$ cat config.mk
export PLATFORM = sky130hd
export DESIGN_NAME = pc_sequencer
export DESIGN_NICKNAME = d
export VERILOG_FILES = /design/src/rtl/pc_sequencer_pkg.sv /design/src/rtl/pc_sequencer_next_pc_select.sv /design/src/rtl/pc_sequencer.sv
export SDC_FILE = /design/constraint.sdc
export NUM_CORES = 1
export LEC_CHECK = 0
export ABC_AREA = 1
export ABC_CLOCK_PERIOD_IN_PS = 3300
export CORE_MARGIN = 3
export CORE_UTILIZATION = 46
export DETAILED_ROUTE_END_ITERATION = 7
export PLACE_DENSITY = 0.95
export RECOVER_POWER = 50
export SETUP_SLACK_MARGIN = 0.3
export SYNTH_ARGS = -nofsm -noshare
export SYNTH_HDL_FRONTEND = slang
export SYNTH_HIERARCHICAL = 1
export SYNTH_SLANG_ARGS = --single-unit
$ cat constraint.sdc
create_clock -name clk -period 3.3 [get_ports clk]
set_input_delay 0.33 -clock clk [delete_from_list [all_inputs] [get_ports clk]]
set_output_delay 0.33 -clock clk [all_outputs]
set_load 0.02 [all_outputs]
$ cat src/rtl/pc_sequencer_pkg.sv
// Shared encodings for the PC sequencer: FSM states, next-PC source selects and the sequential step.
package pc_sequencer_pkg;

    localparam logic [1:0] INIT    = 2'd0;
    localparam logic [1:0] FETCH   = 2'd1;
    localparam logic [1:0] EXECUTE = 2'd2;

    localparam logic [1:0] SEL_TRAP     = 2'd0;
    localparam logic [1:0] SEL_MRET     = 2'd1;
    localparam logic [1:0] SEL_REDIRECT = 2'd2;
    localparam logic [1:0] SEL_SEQ      = 2'd3;

    localparam logic [31:0] PC_STEP = 32'd4;

    function automatic logic is_misaligned(input logic [31:0] addr);
        return addr[1:0] != 2'b00;
    endfunction

endpackage

$ cat src/rtl/pc_sequencer_next_pc_select.sv
// Priority mux for the next PC (trap > mret > redirect > pc+4) with alignment handling.
// PC_MISALIGN_TRAP_EN: misaligned redirect/mret targets divert to the trap vector; otherwise bits[1:0] are cleared.
module next_pc_select
    import pc_sequencer_pkg::*;
#(
    parameter logic [31:0] TRAP_VECTOR = 32'h0000_0100
) (
    input  logic [31:0] pc,
    input  logic        trap,
    input  logic        mret,
    input  logic        redirect,
    input  logic [31:0] redirect_target,
    input  logic [31:0] mepc,
    output logic [31:0] next_pc,
    output logic [1:0]  sel,
    output logic        misaligned
);

    logic [31:0] raw_pc;

    always_comb begin
        raw_pc = pc + PC_STEP;
        sel    = SEL_SEQ;
        if (trap) begin
            raw_pc = TRAP_VECTOR;
            sel    = SEL_TRAP;
        end else if (mret) begin
            raw_pc = mepc;
            sel    = SEL_MRET;
        end else if (redirect) begin
            raw_pc = redirect_target;
            sel    = SEL_REDIRECT;
        end
    end

`ifdef PC_MISALIGN_TRAP_EN
    // Only externally supplied targets can be misaligned; trap vector and pc+4 are aligned by construction.
    assign misaligned = ((sel == SEL_MRET) || (sel == SEL_REDIRECT)) && is_misaligned(raw_pc);
    assign next_pc    = misaligned ? TRAP_VECTOR : raw_pc;
`else
    assign misaligned = 1'b0;
    assign next_pc    = {raw_pc[31:2], 2'b00};
`endif

endmodule

$ cat src/rtl/pc_sequencer.sv
// Multicycle INIT/FETCH/EXECUTE controller for the PC register, plus the retired-instruction counter.
// Optional feature macro: PC_MISALIGN_TRAP_EN (see next_pc_select).
module pc_sequencer
    import pc_sequencer_pkg::*;
#(
    parameter logic [31:0] RESET_PC    = 32'h0000_0000,
    parameter logic [31:0] TRAP_VECTOR = 32'h0000_0100
) (
    input  logic        clk,
    input  logic        rst,
    input  logic [31:0] pc,
    output logic        pc_en,
    output logic [31:0] next_pc,
    output logic        imem_req,
    output logic [31:0] imem_addr,
    input  logic        imem_ack,
    output logic        fetch_valid,
    input  logic        instr_done,
    input  logic        stall,
    input  logic        redirect,
    input  logic [31:0] redirect_target,
    input  logic        trap,
    input  logic        mret,
    input  logic [31:0] mepc,
    output logic [63:0] instret,
    output logic        misaligned_exc,
    output logic [1:0]  state_dbg
);

    logic [1:0]  state_q, state_d;
    logic        fetch_valid_q, fetch_valid_d;
    logic [63:0] instret_q, instret_d;
    logic [31:0] sel_pc;
    logic [1:0]  sel_src;
    logic        sel_mis;

    next_pc_select #(.TRAP_VECTOR(TRAP_VECTOR)) u_sel (
        .pc              (pc),
        .trap            (trap),
        .mret            (mret),
        .redirect        (redirect),
        .redirect_target (redirect_target),
        .mepc            (mepc),
        .next_pc         (sel_pc),
        .sel             (sel_src),
        .misaligned      (sel_mis)
    );

    always_comb begin
        state_d        = state_q;
        fetch_valid_d  = 1'b0;
        instret_d      = instret_q;
        pc_en          = 1'b0;
        next_pc        = RESET_PC;
        imem_req       = 1'b0;
        imem_addr      = 32'h0;
        misaligned_exc = 1'b0;
        case (state_q)
            INIT: begin
                pc_en   = 1'b1;
                state_d = FETCH;
            end
            FETCH: begin
                imem_req  = 1'b1;
                imem_addr = pc;
                if (imem_ack) begin
                    fetch_valid_d = 1'b1;
                    state_d       = EXECUTE;
                end
            end
            EXECUTE: begin
                next_pc = sel_pc;
                if (instr_done && !stall) begin
                    pc_en          = 1'b1;
                    misaligned_exc = sel_mis;
                    state_d        = FETCH;
                    if ((sel_src != SEL_TRAP) && !sel_mis)
                        instret_d = instret_q + 64'd1;
                end
            end
            default: state_d = INIT;
        endcase
        // Reset is asynchronous: outputs must look idle while rst is high, not after the next edge.
        if (rst) begin
            pc_en          = 1'b0;
            next_pc        = RESET_PC;
            imem_req       = 1'b0;
            imem_addr      = 32'h0;
            misaligned_exc = 1'b0;
        end
    end

    always_ff @(posedge clk or posedge rst) begin
        if (rst) begin
            state_q       <= INIT;
            fetch_valid_q <= 1'b0;
            instret_q     <= 64'd0;
        end else begin
            state_q       <= state_d;
            fetch_valid_q <= fetch_valid_d;
            instret_q     <= instret_d;
        end
    end

    assign fetch_valid = fetch_valid_q;
    assign instret     = instret_q;
    assign state_dbg   = state_q;

endmodule

Word-level counts from Yosys, hierarchy flattened
Cells that the tools add are included.
{ "op_classes": {"addsub": 2, "n_mul": 0, "n_div": 0, "magnitude_cmp": 0, "n_eq_ne": 4, "n_shift": 0, "mux": 20, "bitwise_logic": 0, "n_reduce_logical": 6} }
{ "ops": {"columns": ["cell", "count"], "rows": [
  ["32-bit 2-to-1 mux", 7],
  ["64-bit by 1-bit adder with 64-bit output, second input constant", 1],
  ["32-bit by 3-bit adder with 32-bit output, second input constant", 1],
  ["2-bit 2-to-1 mux", 4],
  ["1-bit 2-to-1 mux", 7],
  ["2-bit one-hot mux with 3 select lines", 1],
  ["2-bit inequality test, second input constant", 2],
  ["3-bit AND reduction", 1],
  ["2-bit by 1-bit == test with 1-bit output, second input constant", 1],
  ["2-bit == test, second input constant", 1],
  ["2-bit zero test", 1],
  ["1-bit one-hot mux with 2 select lines", 1],
  ["2-bit AND reduction", 1],
  ["2-bit nonzero test", 1],
  ["1-bit logical AND", 1],
  ["1-bit zero test", 1]
]} }
{ "totals": {"ff_bits": 67, "latch_bits": 0, "mem_bits_rw": 0, "rom_bits": 0, "in_bits": 104, "output_inout_bits": 134, "elab_cells": 35, "n_memories": 0} }

Logic depth before layout (Yosys ltp)
{ "logic_depth": {"word_depth": 6, "ltp_mapped": 14, "mapped_depth_nobuf": 12} }

Hierarchy
Netlist, hierarchy kept.
{ "by_module_without_submodules": {"columns": ["mod", "n_inst", "cells_per_inst", "area_each_um2"], "rows": [
  ["pc_sequencer", 1, 697, 4668.2],
  ["next_pc_select", 1, 325, 1610.3]
]} }

Worst setup path before layout
No wires, ideal clock.
{ "synth_timing": {"path_kind": "input to output", "start": "input port rst", "end": "output port next_pc[10]", "arrival_time_ns": 2.846, "required_time_ns": 2.970, "slack_ns": 0.124, "cell_stages": 5, "n_path_buf": 2, "path_cell_list": "clkbuf_1 inv_1 nand2_1 clkbuf_1 nor2_1"} }
{ "synth_via": {"elab_chain_len": 1} }
{ "synth_rtl": {"columns": ["item", "line", "text"], "rows": [
  ["start, declared", "pc_sequencer.sv:10", "input logic rst,"],
  ["32-bit 2-to-1 mux", "pc_sequencer.sv:84", "if (rst) begin"],
  ["end, declared", "pc_sequencer.sv:13", "output logic [31:0] next_pc,"]
]} }
No other way between the ends.

Worst setup path in the final report
{ "layout_timing": {"start": "input port pc[8]", "end": "output port next_pc[30]"} }
{ "layout_via": {"elab_chain_len": 6} }
{ "layout_rtl": {"columns": ["item", "line", "text"], "rows": [
  ["start, declared", "pc_sequencer.sv:11", "input logic [31:0] pc,"],
  ["32-bit by 3-bit adder with 32-bit output", "pc_sequencer_next_pc_select.sv:22", "raw_pc = pc + PC_STEP;"],
  ["32-bit 2-to-1 mux", "pc_sequencer_next_pc_select.sv:30", "end else if (redirect) begin"],
  ["32-bit 2-to-1 mux", "pc_sequencer_next_pc_select.sv:27", "end else if (mret) begin"],
  ["32-bit 2-to-1 mux", "pc_sequencer_next_pc_select.sv:24", "if (trap) begin"],
  ["named net sel_pc[30]", "pc_sequencer.sv:33", "logic [31:0] sel_pc;"],
  ["32-bit 2-to-1 mux", "pc_sequencer.sv:58", "case (state_q)"],
  ["32-bit 2-to-1 mux", "pc_sequencer.sv:84", null]
]} }
The timed path passes the listed nets, and every way through them passes these cells.

==> flow_summary.json <==
{
  "hold_ws_ns": 0.512,
  "die_area_um2": 15100,
  "combPwrFrac": 0.381,
  "yosys.area.top_type_share": 0.267,
  "rsz0062_at_grt": "yes",
  "grt_pass1_wl_um": 37900,
  "fmax_mhz": 341,
  "critPathKind": "input pin to output pin",
  "hp-class": "flip-flop to flip-flop",
  "via_per_inst": 5.37,
  "drc": 0,
  "critical_path.max_stage_delay_ns": 0.61,
  "rows": 42,
  "cts_max_path_buffers": 2,
  "syn_area_um2": 6280,
  "die_w_um": 123,
  "avgRoutedWirePerCell_um": 17.0,
  "grtUsageMet2": 0.573,
  "cpMaxStageDelayCell": "clkdlybuf4s50_1",
  "finalMaxSlewViolations": 68,
  "overflow": 0,
  "power_frac_clock": 0.317,
  "drive_gt1_frac": 0.100,
  "htree_num_levels": 3,
  "fin_worst_skew_ns": 0.00443,
  "vias": 7691,
  "swShare": 0.358,
  "synth_area_leader_cell": "dfrtp_1",
  "wl_um": 24300,
  "crit_top_cell": "nand2_1",
  "syn_inst": 1022,
  "violations": "max-capacitance violations, max-slew violations",
  "syn_to_final_growth_pct": 44.9,
  "timing.final.ws_setup_ns": 0.370,
  "grt_pass1_vias": 7578,
  "dpl_worst_slack_ns": 0.235,
  "cp_data_arrival_time_ns": 2.60,
  "clk_pin_slew_ns": 0.05,
  "final_common_cell": "nand2_1",
  "finalSetupTns_ns": 0,
  "path_max_fanout": 4,
  "cellInternalPower_mw": 1.88,
  "port_buffers": 230,
  "period_share": 0.888,
  "start_kind": "input pin",
  "antenna_found_initial": 1,
  "yosysWarnings": 6,
  "relSlewSlack": -0.105,
  "top_usage_layer": "met2",
  "hpwlAfterDp_um": 19500,
  "final_cell_mix": "nand2_1, nor2_1, clkdlybuf4s50_1",
  "grtUsageMet1": 0.368,
  "crit_required_ns": 2.97,
  "synth_seq_cells": 67,
  "fillers": 1127,
  "initial_core_util": 0.472,
  "syn_avg_cell_area_um2": 6.14,
  "hold_viol_final": 0,
  "worstHoldStart": "state_dbg[0]",
  "power_leakage_nw": 4.34,
  "drt-initial-drc-count": 700,
  "cts_root_buf": "clkbuf_16",
  "setup_violations": 0,
  "cts_tree": "done",
  "pwr-share-seq": 0.301,
  "worst_ir_drop_vdd_v": 0.000244,
  "period_minus_slack_ns": 2.93,
  "die-height_um": 123,
  "core-area_um2": 13300,
  "synth_cell_type_count": 37,
  "worstSetupStartpoint": "pc[8]",
  "grt_max_degree": 68,
  "grtUsageTotal": 0.322,
  "end_kind": "output pin",
  "use_met3": 0.0650,
  "cts.sinks": 67,
  "power.density_nw_per_um2": 323,
  "cp_cell_sequence": "clkdlybuf4s50_1, nand2_1, nor2_4, nand2_1, nor2_4, nand2_1, nand2_1, nand3_1, a21oi_1, nand2_1, nor2_1, clkdlybuf4s50_1",
  "final_nets": 1355,
  "dp.cells": 1414,
  "post-cts-setup-buffers": 0,
  "io_pins": 238,
  "clock_latency_ns": 0.34,
  "drv_cap": 1,
  "worstMarginPinSlew_ns": 1.66,
  "firstDrtPassIters": 5,
  "synth-seq-area-share": 0.267,
  "tritoncts.num_buffers": 9,
  "ant_nets": 0,
  "holdBufCountCts": 0,
  "p_sw_mw": 1.05,
  "synth.area.top_cells": "dfrtp_1, nand2_1, nor2_1",
  "status": "finished with violations",
  "rr_startpoint": "state_dbg[1]",
  "place_congestion": 0.990,
  "fin_cells": 1431
}
-- path summary, 6_finish.rpt --
kind	end	slack, ns	depth (start not counted)
max in group asynchronous	instret[53]	1.20	3
worst max-delay path	next_pc[30]	0.37	12
worst max register to register	instret[56]	1.33	10
worst min register to register	state_dbg[0]	0.51	1
worst min-delay path	state_dbg[0]	0.51	1
min in group asynchronous	fetch_valid	1.09	3
-- synthesized netlist by cell type --
master    instances
a21oi_1          50
a21oi_2           3
and2_1            2
buf_1             1
buf_2             8
buf_4             4
buf_6             1
clkbuf_1         20
clkinv_1          2
conb_1            1
dfrtp_1          67
ha_1              2
inv_1            85
inv_2             2
nand2_1         321
nand2_2          19
nand2_4           7
nand3_1          61
nand3_2           5
nand3b_1         13
nand4_1          11
nand4_4           1
nor2_1          180
nor2_2           28
nor2_4           16
nor2_8            3
nor3_1            8
nor4_1            2
o211ai_1          3
o21ai_0          38
o21ai_1           2
o21bai_1          4
o22ai_1           2
or2_2             4
xnor2_1          19
xor2_1           26
xor2_2            1
-- logic make-up (layout without fill, tap and decap cells) --
kind of cell	after synthesis	in the layout	share of synthesized area
adders and majority gates	2	2	0.00399
and+or+nand+nor	681	681	0.498
DFF	67	67	0.267
buffers and inverters	123	353	0.0787
other	1	4	0.000597
AOI/OAI and AO/OA	102	102	0.0863
xor gates and xnor gates	46	46	0.0654
-- worst max-delay path, delay by kind of cell --
family,cells,cell delay [ns]
buffers and inverters,2,1.21
AO/OA/AOI/OAI,1,0.14
AND/OR/NAND/NOR,9,0.93
-- per-layer routing --
metal	wire (um)	part of all wire	up-vias
li1	-	-	3653
met1	9120	0.38	3548
met2	12200	0.50	404
met3	1930	0.079	86
met4	1040	0.043	0
met5	0	0	-
-- cell type report --
cell class	count	area, um2	share of cell area
diodes	1	2.50	0.000275
clock buffers	15	288	0.0316
clock inverters	1	5.00	0.000550
inverters	89	338	0.0371
multi-input cells	834	4130	0.454
flip-flops and latches	67	1680	0.184
well taps	176	220	0.0242
repair buffers	248	2440	0.268
-- flip-flops by register name, summed over array words and instances, names as in the netlist --
name / flops
fetch_valid: 1
instret: 64
state_dbg: 2
-- timing repair --
item / 4_1_cts / 5_1_grt
gates resized for setup: 15 / 22
setup endpoints to repair: 11 / 17
gates cloned: 0 / 0
-- stage by stage --
step,util,instance area [um2],total power [mW]
2_1_floorplan,-,6290,1.51
3_3_place_gp,0.661,8790,2.01
3_5_place_dp,0.661,8790,2.03
4_1_cts,0.682,9060,2.95
5_1_grt,0.684,9100,3.06
6_report,0.684,9100,2.94
-- power groups by stage --
stage	Combinational [mW]	Sequential, mW	Clock, mW
2_1_floorplan	0.580	0.926	0
3_3_place_gp	1.12	0.897	0
3_5_place_dp	1.13	0.900	0
4_1_cts	1.13	0.886	0.933
5_1_grt	1.20	0.888	0.968
6_report	1.12	0.885	0.932
(Power assumes the default switching activity.)
